$ cat src/rtl/countdown_game_multi.sv
// Multi-player countdown game: loads a start value, counts down once per
// TICK_CYCLES clocks, and records each player's single stop press. A player
// wins when the captured count is within TOLERANCE of zero. The game ends
// when every player has stopped or the count times out at zero.
module countdown_game_multi #(
    parameter int TICK_CYCLES = 50000000,
    parameter int WIDTH       = 7,
    parameter int PLAYERS     = 2,
    parameter int TOLERANCE   = 0
) (
    input  logic                     clk,
    input  logic                     reset,
    input  logic                     start,
    input  logic                     hide,
    input  logic [WIDTH-1:0]         from,
    input  logic [PLAYERS-1:0]       stop,
    output logic [WIDTH-1:0]         display,
    output logic                     running,
    output logic                     done,
    output logic [PLAYERS-1:0]       win,
    output logic [PLAYERS-1:0]       lose,
    output logic [PLAYERS*WIDTH-1:0] stopped_at
);

    localparam int PW = $clog2(TICK_CYCLES + 1);
    localparam logic [PW-1:0]    TICK_LAST = PW'(TICK_CYCLES - 1);
    localparam logic [WIDTH-1:0] TOL       = WIDTH'(TOLERANCE);

    typedef enum logic [1:0] {
        ST_IDLE = 2'd0,
        ST_RUN  = 2'd1,
        ST_DONE = 2'd2
    } state_t;

    state_t                   state_q, state_d;
    logic [WIDTH-1:0]         count_q, count_d;
    logic [PW-1:0]            presc_q, presc_d;
    logic [PLAYERS-1:0]       stop_q;
    logic [PLAYERS-1:0]       stopped_q, stopped_d;
    logic [PLAYERS-1:0]       win_q, win_d;
    logic [PLAYERS-1:0]       lose_q, lose_d;
    logic [PLAYERS*WIDTH-1:0] cap_q, cap_d;
    logic [PLAYERS-1:0]       press;
    logic                     tick;

    // A held button produces one press: only the rising edge counts.
    assign press = stop & ~stop_q;

    // Next-state logic: start overrides everything, otherwise advance the
    // countdown, capture fresh presses and detect the end of the game.
    always_comb begin
        state_d   = state_q;
        count_d   = count_q;
        presc_d   = presc_q;
        stopped_d = stopped_q;
        win_d     = win_q;
        lose_d    = lose_q;
        cap_d     = cap_q;
        tick      = 1'b0;
        if (start) begin
            state_d   = ST_RUN;
            count_d   = from;
            presc_d   = '0;
            stopped_d = '0;
            win_d     = '0;
            lose_d    = '0;
            cap_d     = '0;
        end else if (state_q == ST_RUN) begin
            tick    = (presc_q == TICK_LAST);
            presc_d = tick ? '0 : presc_q + 1'b1;
            // Presses capture the count as it stands before this edge's tick.
            for (int i = 0; i < PLAYERS; i++) begin
                if (press[i] && !stopped_q[i]) begin
                    cap_d[i*WIDTH +: WIDTH] = count_q;
                    stopped_d[i]            = 1'b1;
                    win_d[i]                = (count_q <= TOL);
                    lose_d[i]               = !(count_q <= TOL);
                end
            end
            if (tick) begin
                if (count_q != '0) begin
                    count_d = count_q - 1'b1;
                end else begin
                    // Timeout: anyone who has not stopped (including this
                    // edge's presses, already recorded above) loses.
                    lose_d    = lose_d | ~stopped_d;
                    stopped_d = '1;
                end
            end
            if (&stopped_d) begin
                state_d = ST_DONE;
            end
        end
    end

    // State registers; reset returns the game to an idle, cleared board.
    always_ff @(posedge clk or posedge reset) begin
        if (reset) begin
            state_q   <= ST_IDLE;
            count_q   <= '0;
            presc_q   <= '0;
            stop_q    <= '0;
            stopped_q <= '0;
            win_q     <= '0;
            lose_q    <= '0;
            cap_q     <= '0;
        end else begin
            state_q   <= state_d;
            count_q   <= count_d;
            presc_q   <= presc_d;
            stop_q    <= stop;
            stopped_q <= stopped_d;
            win_q     <= win_d;
            lose_q    <= lose_d;
            cap_q     <= cap_d;
        end
    end

    assign running    = (state_q == ST_RUN);
    assign done       = (state_q == ST_DONE);
    assign display    = (hide && running) ? '1 : count_q;
    assign win        = win_q;
    assign lose       = lose_q;
    assign stopped_at = cap_q;

endmodule

$ cat config.mk
export PLATFORM = sky130hd
export DESIGN_NAME = countdown_game_multi
export DESIGN_NICKNAME = d
export VERILOG_FILES = /design/src/rtl/countdown_game_multi.sv
export SDC_FILE = /design/constraint.sdc
export NUM_CORES = 1
export LEC_CHECK = 0
export CAP_MARGIN = 20
export CORE_MARGIN = 1
export CORE_UTILIZATION = 49
export DETAILED_ROUTE_END_ITERATION = 8
export PLACE_DENSITY = 0.75
export REMOVE_ABC_BUFFERS = 1
export SETUP_SLACK_MARGIN = 0.1
export SLEW_MARGIN = 20
export SYNTH_ARGS = -nofsm -noshare
export SYNTH_HDL_FRONTEND = slang
export SYNTH_SLANG_ARGS = --single-unit
$ cat constraint.sdc
create_clock -name clk -period 2.65 [get_ports clk]
set_clock_uncertainty 0.1 [all_clocks]
set_input_delay 0.795 -clock clk [delete_from_list [all_inputs] [get_ports clk]]
set_output_delay 0.795 -clock clk [all_outputs]
set_load 0.01 [all_outputs]
### After elaboration in Yosys (flattened, before gate mapping)

Cells that the tools add are included.

| cells by class | value |
|---|---|
| order comparisons | 1 |
| add/subtract/negate cells | 2 |
| reduce and logical (&&, ||, !) cells | 18 |
| muxes and demuxes | 41 |
| equality and inequality tests | 3 |
| bitwise logic cells | 4 |

Operators by type and width:

| kind | count |
|---|---|
| two-way mux 26 bit | 3 |
| two-way mux 7 bit | 7 |
| two-way mux 2 bit | 15 |
| two-way mux 14 bit | 2 |
| adder 26 x 1 -> 26 bit (second input constant) | 1 |
| == test 26 bit (second input constant) | 1 |
| two-way mux 1 bit | 14 |
| nonzero test 2 bit | 6 |
| AND reduction 2 bit | 4 |
| less-or-equal comparator 7 x 1 -> 1 bit (second input constant) | 1 |
| nonzero test 7 bit | 1 |
| subtractor 7 x 1 -> 7 bit (second input constant) | 1 |
| inverter 2 bit | 2 |
| logical AND 1 bit | 3 |
| logical NOT 1 bit | 3 |
| AND reduction 3 bit | 1 |
| bitwise AND 2 bit | 1 |
| == test 2 x 1 -> 1 bit (second input constant) | 1 |
| == test 2 bit (second input constant) | 1 |
| bitwise OR 2 bit | 1 |

| word-level totals | value |
|---|---|
| output and inout bits | 27 |
| input bits | 13 |
| bits in registers | 57 |

### Longest topological paths before layout

| depth | value |
|---|---|
| word-level depth | 14 |
| mapped depth | 7 |
| mapped depth without buffers | 6 |

### Least setup slack after synthesis

Ideal clock, no wire load.

| timing path | value |
|---|---|
| path kind | register -> register |
| start point | register presc_q[11] |
| end point | register count_q[6] |
| setup time | 0.069 ns |
| required time | 2.481 ns |
| setup slack | 0.133 ns |
| cell stages (with the launch flop) | 7 |
| arrival time | 2.348 ns |
| buffers on the path | 1 |
| cell sequence | dfrtp_1 or3_1 or4_1 clkbuf_2 or4_4 or4b_1 nand3_1 |

| on the way | value |
|---|---|
| longest elaborated chain between the ends | 3 |

RTL lines:

| what | RTL line | source |
|---|---|---|
| start: declaration | 37 | `logic [PW-1:0] presc_q, presc_d;` |
| start signal: assignment | 110 | `presc_q <= presc_d;` |
| == test 26 bit | 69 | `tick = (presc_q == TICK_LAST);` |
| nonzero test 2 bit (no source line) | - |  |
| AND reduction 3 bit (no source line) | - |  |
| end signal: assignment | 109 | `count_q <= count_d;` |
| end: declaration | 36 | `logic [WIDTH-1:0] count_q, count_d;` |

No other way between the ends.
A chain may end at the register's enable or synchronous reset.

### Worst setup path in the final report

| timing path | value |
|---|---|
| start point | register presc_q[16] |
| end point | register count_q[6] |

Same word-level chain as after synthesis.

==> metrics.txt <==
# TYPE chip_impl_metric gauge
chip_impl_info{name="run_status",value="completed"} 1
chip_impl_metric{name="place.detailed.hpwl",unit="mm"} 4.83
chip_impl_metric{name="cts.htree.levels",unit=""} 3
chip_impl_info{name="worst_hold_path_type",value="register to register"} 1
chip_impl_metric{name="synth_area_per_cell",unit="µm²"} 9.27
chip_impl_metric{name="die_boundary_height",unit="µm"} 79.3
chip_impl_info{name="timing.hold.worst_endpoint",value="stopped_at[9]$_DFFE_PP0P_"} 1
chip_impl_info{name="setup.worst_path.end_class",value="register"} 1
chip_impl_metric{name="holdBufCountCts",unit=""} 0
chip_impl_info{name="cts_tree",value="yes"} 1
chip_impl_metric{name="timing.critical_path.fanout_max",unit=""} 4
chip_impl_metric{name="placement.io_buffers",unit=""} 39
chip_impl_metric{name="firstDrtPassIters",unit=""} 4
chip_impl_metric{name="floorplan.core_area",unit="µm²"} 5640
chip_impl_metric{name="finalWeightedCongestion",unit=""} 0.843
chip_impl_metric{name="power.clock.fraction",unit=""} 0.374
chip_impl_info{name="cts.root.buffer_cell",value="clkbuf_8"} 1
chip_impl_metric{name="netlist_instances",unit=""} 316
chip_impl_metric{name="clock_path_buffers",unit=""} 2
chip_impl_metric{name="netlist.area_leader.share",unit=""} 0.487
chip_impl_metric{name="number_of_clock_buffers_inserted_by_tritoncts",unit=""} 9
chip_impl_metric{name="postSynthRegisterBits",unit=""} 57
chip_impl_metric{name="clock_insertion_delay_worst_skew",unit="ns"} 0.33
chip_impl_metric{name="globalRouteTotalUtil",unit=""} 0.246
chip_impl_metric{name="post-cts-setup-buffers",unit=""} 0
chip_impl_metric{name="via_count",unit=""} 2521
chip_impl_metric{name="worst_pin_slew",unit="ns"} 0.451
chip_impl_metric{name="synth_area",unit="µm²"} 2930
chip_impl_metric{name="setup_viol_count_final",unit=""} 0
chip_impl_metric{name="rows",unit=""} 27
chip_impl_metric{name="timing_max_transition_violations_final",unit=""} 0
chip_impl_metric{name="synth_enable_flop_cells",unit=""} 0
chip_impl_info{name="postSynth.topFlopCell",value="dfrtp_1"} 1
chip_impl_metric{name="cts_sinks",unit=""} 57
chip_impl_info{name="hp-start",value="stopped_at[9]$_DFFE_PP0P_"} 1
chip_impl_metric{name="internal_power",unit="mW"} 1.45
chip_impl_metric{name="p_switching",unit="µW"} 520
chip_impl_metric{name="ys_async_sr_fraction",unit=""} 1.00
chip_impl_info{name="crit_path_start_kind",value="register"} 1
chip_impl_metric{name="grt_max_degree",unit=""} 31
chip_impl_metric{name="global_route_wire_length_before_repair",unit="mm"} 11.8
chip_impl_metric{name="nNetsFinal",unit=""} 386
chip_impl_info{name="yosysTopAreaCell",value="dfrtp_1"} 1
chip_impl_metric{name="critPathArrivalTime",unit="ns"} 2.70
chip_impl_info{name="reg2reg_to",value="count_q[6]$_DFFE_PP0P_"} 1
chip_impl_info{name="crit_type",value="register to register"} 1
chip_impl_metric{name="drtIter0Drc",unit=""} 178
chip_impl_metric{name="post_route_cells_drive_above_1_share",unit=""} 0.134
chip_impl_metric{name="grt_pass1_vias",unit=""} 2437
chip_impl_metric{name="detail_route.wirelength",unit="mm"} 6.82
chip_impl_metric{name="areaGrowthSynthToFinish",unit="%"} 25.5
chip_impl_metric{name="timing.critical_path.required",unit="ns"} 2.82
chip_impl_metric{name="avgRoutedWirePerCell",unit="µm"} 15.3
chip_impl_metric{name="n_antenna_cell",unit=""} 0
chip_impl_metric{name="power_leakage",unit="nW"} 1.52
chip_impl_metric{name="power.share.sequential",unit=""} 0.481
chip_impl_metric{name="fmaxAchievable",unit="MHz"} 394
chip_impl_metric{name="pwr_density_cell",unit="nW/µm²"} 534
chip_impl_metric{name="min_period",unit="ns"} 2.54
chip_impl_metric{name="r2r_slack",unit="ns"} 0.11
chip_impl_metric{name="cts.reportedPaths.clkPinSlew",unit="ns"} 0.07
chip_impl_metric{name="remaining_drc_errors",unit=""} 0
chip_impl_metric{name="worst_ir_drop_vdd",unit="mV"} 0.319
chip_impl_metric{name="ys.warnings.count",unit=""} 0
chip_impl_info{name="synthMostInstantiatedCell",value="dfrtp_1"} 1
chip_impl_info{name="netlist_top_cells_area",value="dfrtp_1, mux2i_1, nor2_1"} 1
chip_impl_metric{name="sequential_fraction_of_the_synthesis_area",unit=""} 0.487
chip_impl_metric{name="globalRoute.totalOverflow",unit=""} 0
chip_impl_metric{name="power.combinational.fraction",unit=""} 0.145
chip_impl_metric{name="preCtsSetupSlack",unit="ns"} -0.332
chip_impl_metric{name="fillerInstances",unit=""} 473
chip_impl_metric{name="grt_antenna_before_repair",unit=""} 0
chip_impl_metric{name="vias_per_cell",unit=""} 5.65
chip_impl_metric{name="final-hold-violation-count",unit=""} 0
chip_impl_metric{name="layout_worst_path_cycle_share",unit=""} 0.957
chip_impl_metric{name="synth.distinct_cells",unit=""} 43
chip_impl_info{name="setup_repair_after_global_routing_missed_its_margin",value="yes"} 1
chip_impl_metric{name="start_util",unit=""} 0.519
chip_impl_metric{name="io-pin-count",unit=""} 40
chip_impl_metric{name="setup_ws",unit="ns"} 0.115
chip_impl_metric{name="worst_r2r_path_depth",unit=""} 5
chip_impl_metric{name="die_w",unit="µm"} 79.3
chip_impl_metric{name="ant_nets",unit=""} 0
chip_impl_info{name="ys_top_cells_by_count",value="dfrtp_1, nor2_1, nand2_1"} 1
chip_impl_metric{name="final_core_utilization",unit=""} 0.652
chip_impl_info{name="worst_r2r_startpoint",value="presc_q[16]$_DFFE_PP0P_"} 1
chip_impl_metric{name="number_of_violations_of_the_max_capacitance_limit",unit=""} 0
chip_impl_metric{name="sw_frac_of_total",unit=""} 0.265
chip_impl_metric{name="setup_tns",unit="ns"} 0
chip_impl_metric{name="worst_hold_path.num_cells",unit=""} 2
chip_impl_metric{name="slew-limit-headroom",unit=""} 0.698
chip_impl_metric{name="die-area",unit="µm²"} 6290
## cell usage in the layout, fill, tap and decap left out, types with 2 or more instances in the layout
cell type,n
dfrtp_1,57
nor2_1,42
clkdlybuf4s50_1,30
nand2_1,27
mux2i_1,17
buf_4,16
nor3_1,15
xnor2_1,14
a21oi_1,13
nand2b_1,12
inv_1,12
o21ai_0,12
clkbuf_8,12
nand3_1,11
or3_1,9
nand4_1,6
o211ai_1,6
buf_2,5
and3_1,4
nor4_1,4
and2_1,3
xor2_1,3
and4_1,3
or2_2,3
ha_1,3
clkinv_2,3
or4_4,2
o41ai_1,2
o2111ai_1,2
or4_1,2
## worst max-delay path, stage by stage (launching register included)
cell     delay [ns]
dfrtp_1        0.42
or3_1          0.36
or4_4          0.44
or4_4          0.55
or4b_1         0.51
nand3_1        0.09
## final cells by class
class                   count  area, µm²  area share
inverters                  14       52.6      0.0143
flip-flops and latches     57       1430       0.388
multi-input cells         231       1410       0.384
well taps                  72       90.1      0.0245
repair buffers             57        514       0.140
clock buffers              12        165      0.0449
clock inverters             3       15.0     0.00408
## metal layers
metal,part of all wire,track usage
met3,0.038,0.0540
met2,0.48,0.377
met4,0.016,0.0873
met5,0,0
met1,0.47,0.341
## through the flow
stage               hold slack (ns)  std cells  cell area (µm²)  total power [mW]
floorplan                     0.406        302             2880              1.10
global placement              0.405        431             3510              1.25
detailed placement            0.409        431             3510              1.25
CTS                           0.431        446             3670              1.98
global route                  0.448        446             3680              2.06
finish                        0.427        446             3680              1.97
## sequential cells by signal, summed over array words and instances, names as in the netlist
register    cells
stopped_q       2
state_q         2
presc_q        26
stop_q          2
stopped_at     14
count_q         7
lose            2
win             2
## power groups by stage
| stage | combinational (mW) | clock [mW] | sequential (mW) |
|---|---|---|---|
| final | 0.285 | 0.736 | 0.945 |
| after global routing | 0.318 | 0.792 | 0.950 |
| after CTS | 0.288 | 0.746 | 0.944 |
| after detailed placement | 0.295 | 0 | 0.960 |
| after global placement | 0.289 | 0 | 0.957 |
| after floorplan | 0.143 | 0 | 0.957 |
## cell families after synthesis
logic type,after synthesis,share of synthesized area
buffers and inverters,28,0.0363
XOR/XNOR,17,0.0508
AO/OA/AOI/OAI,44,0.0969
adder cells (fa/ha/maj),3,0.0128
multiplexers,17,0.0581
flip-flops,57,0.487
AND/OR/NAND/NOR,150,0.258
## how the worst max path moves through the flow
stage | startpoint | to | slack [ns] | cells past startpoint
final | presc_q[16]$_DFFE_PP0P_ | count_q[6]$_DFFE_PP0P_ | 0.11 | 5
after global routing | presc_q[11]$_DFFE_PP0P_ | count_q[6]$_DFFE_PP0P_ | 0.05 | 5
after CTS | hide | display[3] | 0.03 | 4
after detailed placement | hide | display[3] | -0.33 | 4
after global placement | hide | display[3] | -0.33 | 4
after floorplan | presc_q[11]$_DFFE_PP0P_ | presc_q[14]$_DFFE_PP0P_ | -0.20 | 4
## repair_timing
| item | CTS | global route |
|---|---|---|
| resized for setup | 29 | 3 |
| setup endpoints to repair | 9 | 4 |
| hold endpoints to repair | 0 | 0 |
| pin swaps | 1 | 1 |
No activity file was read; power rests on OpenSTA's default activity.
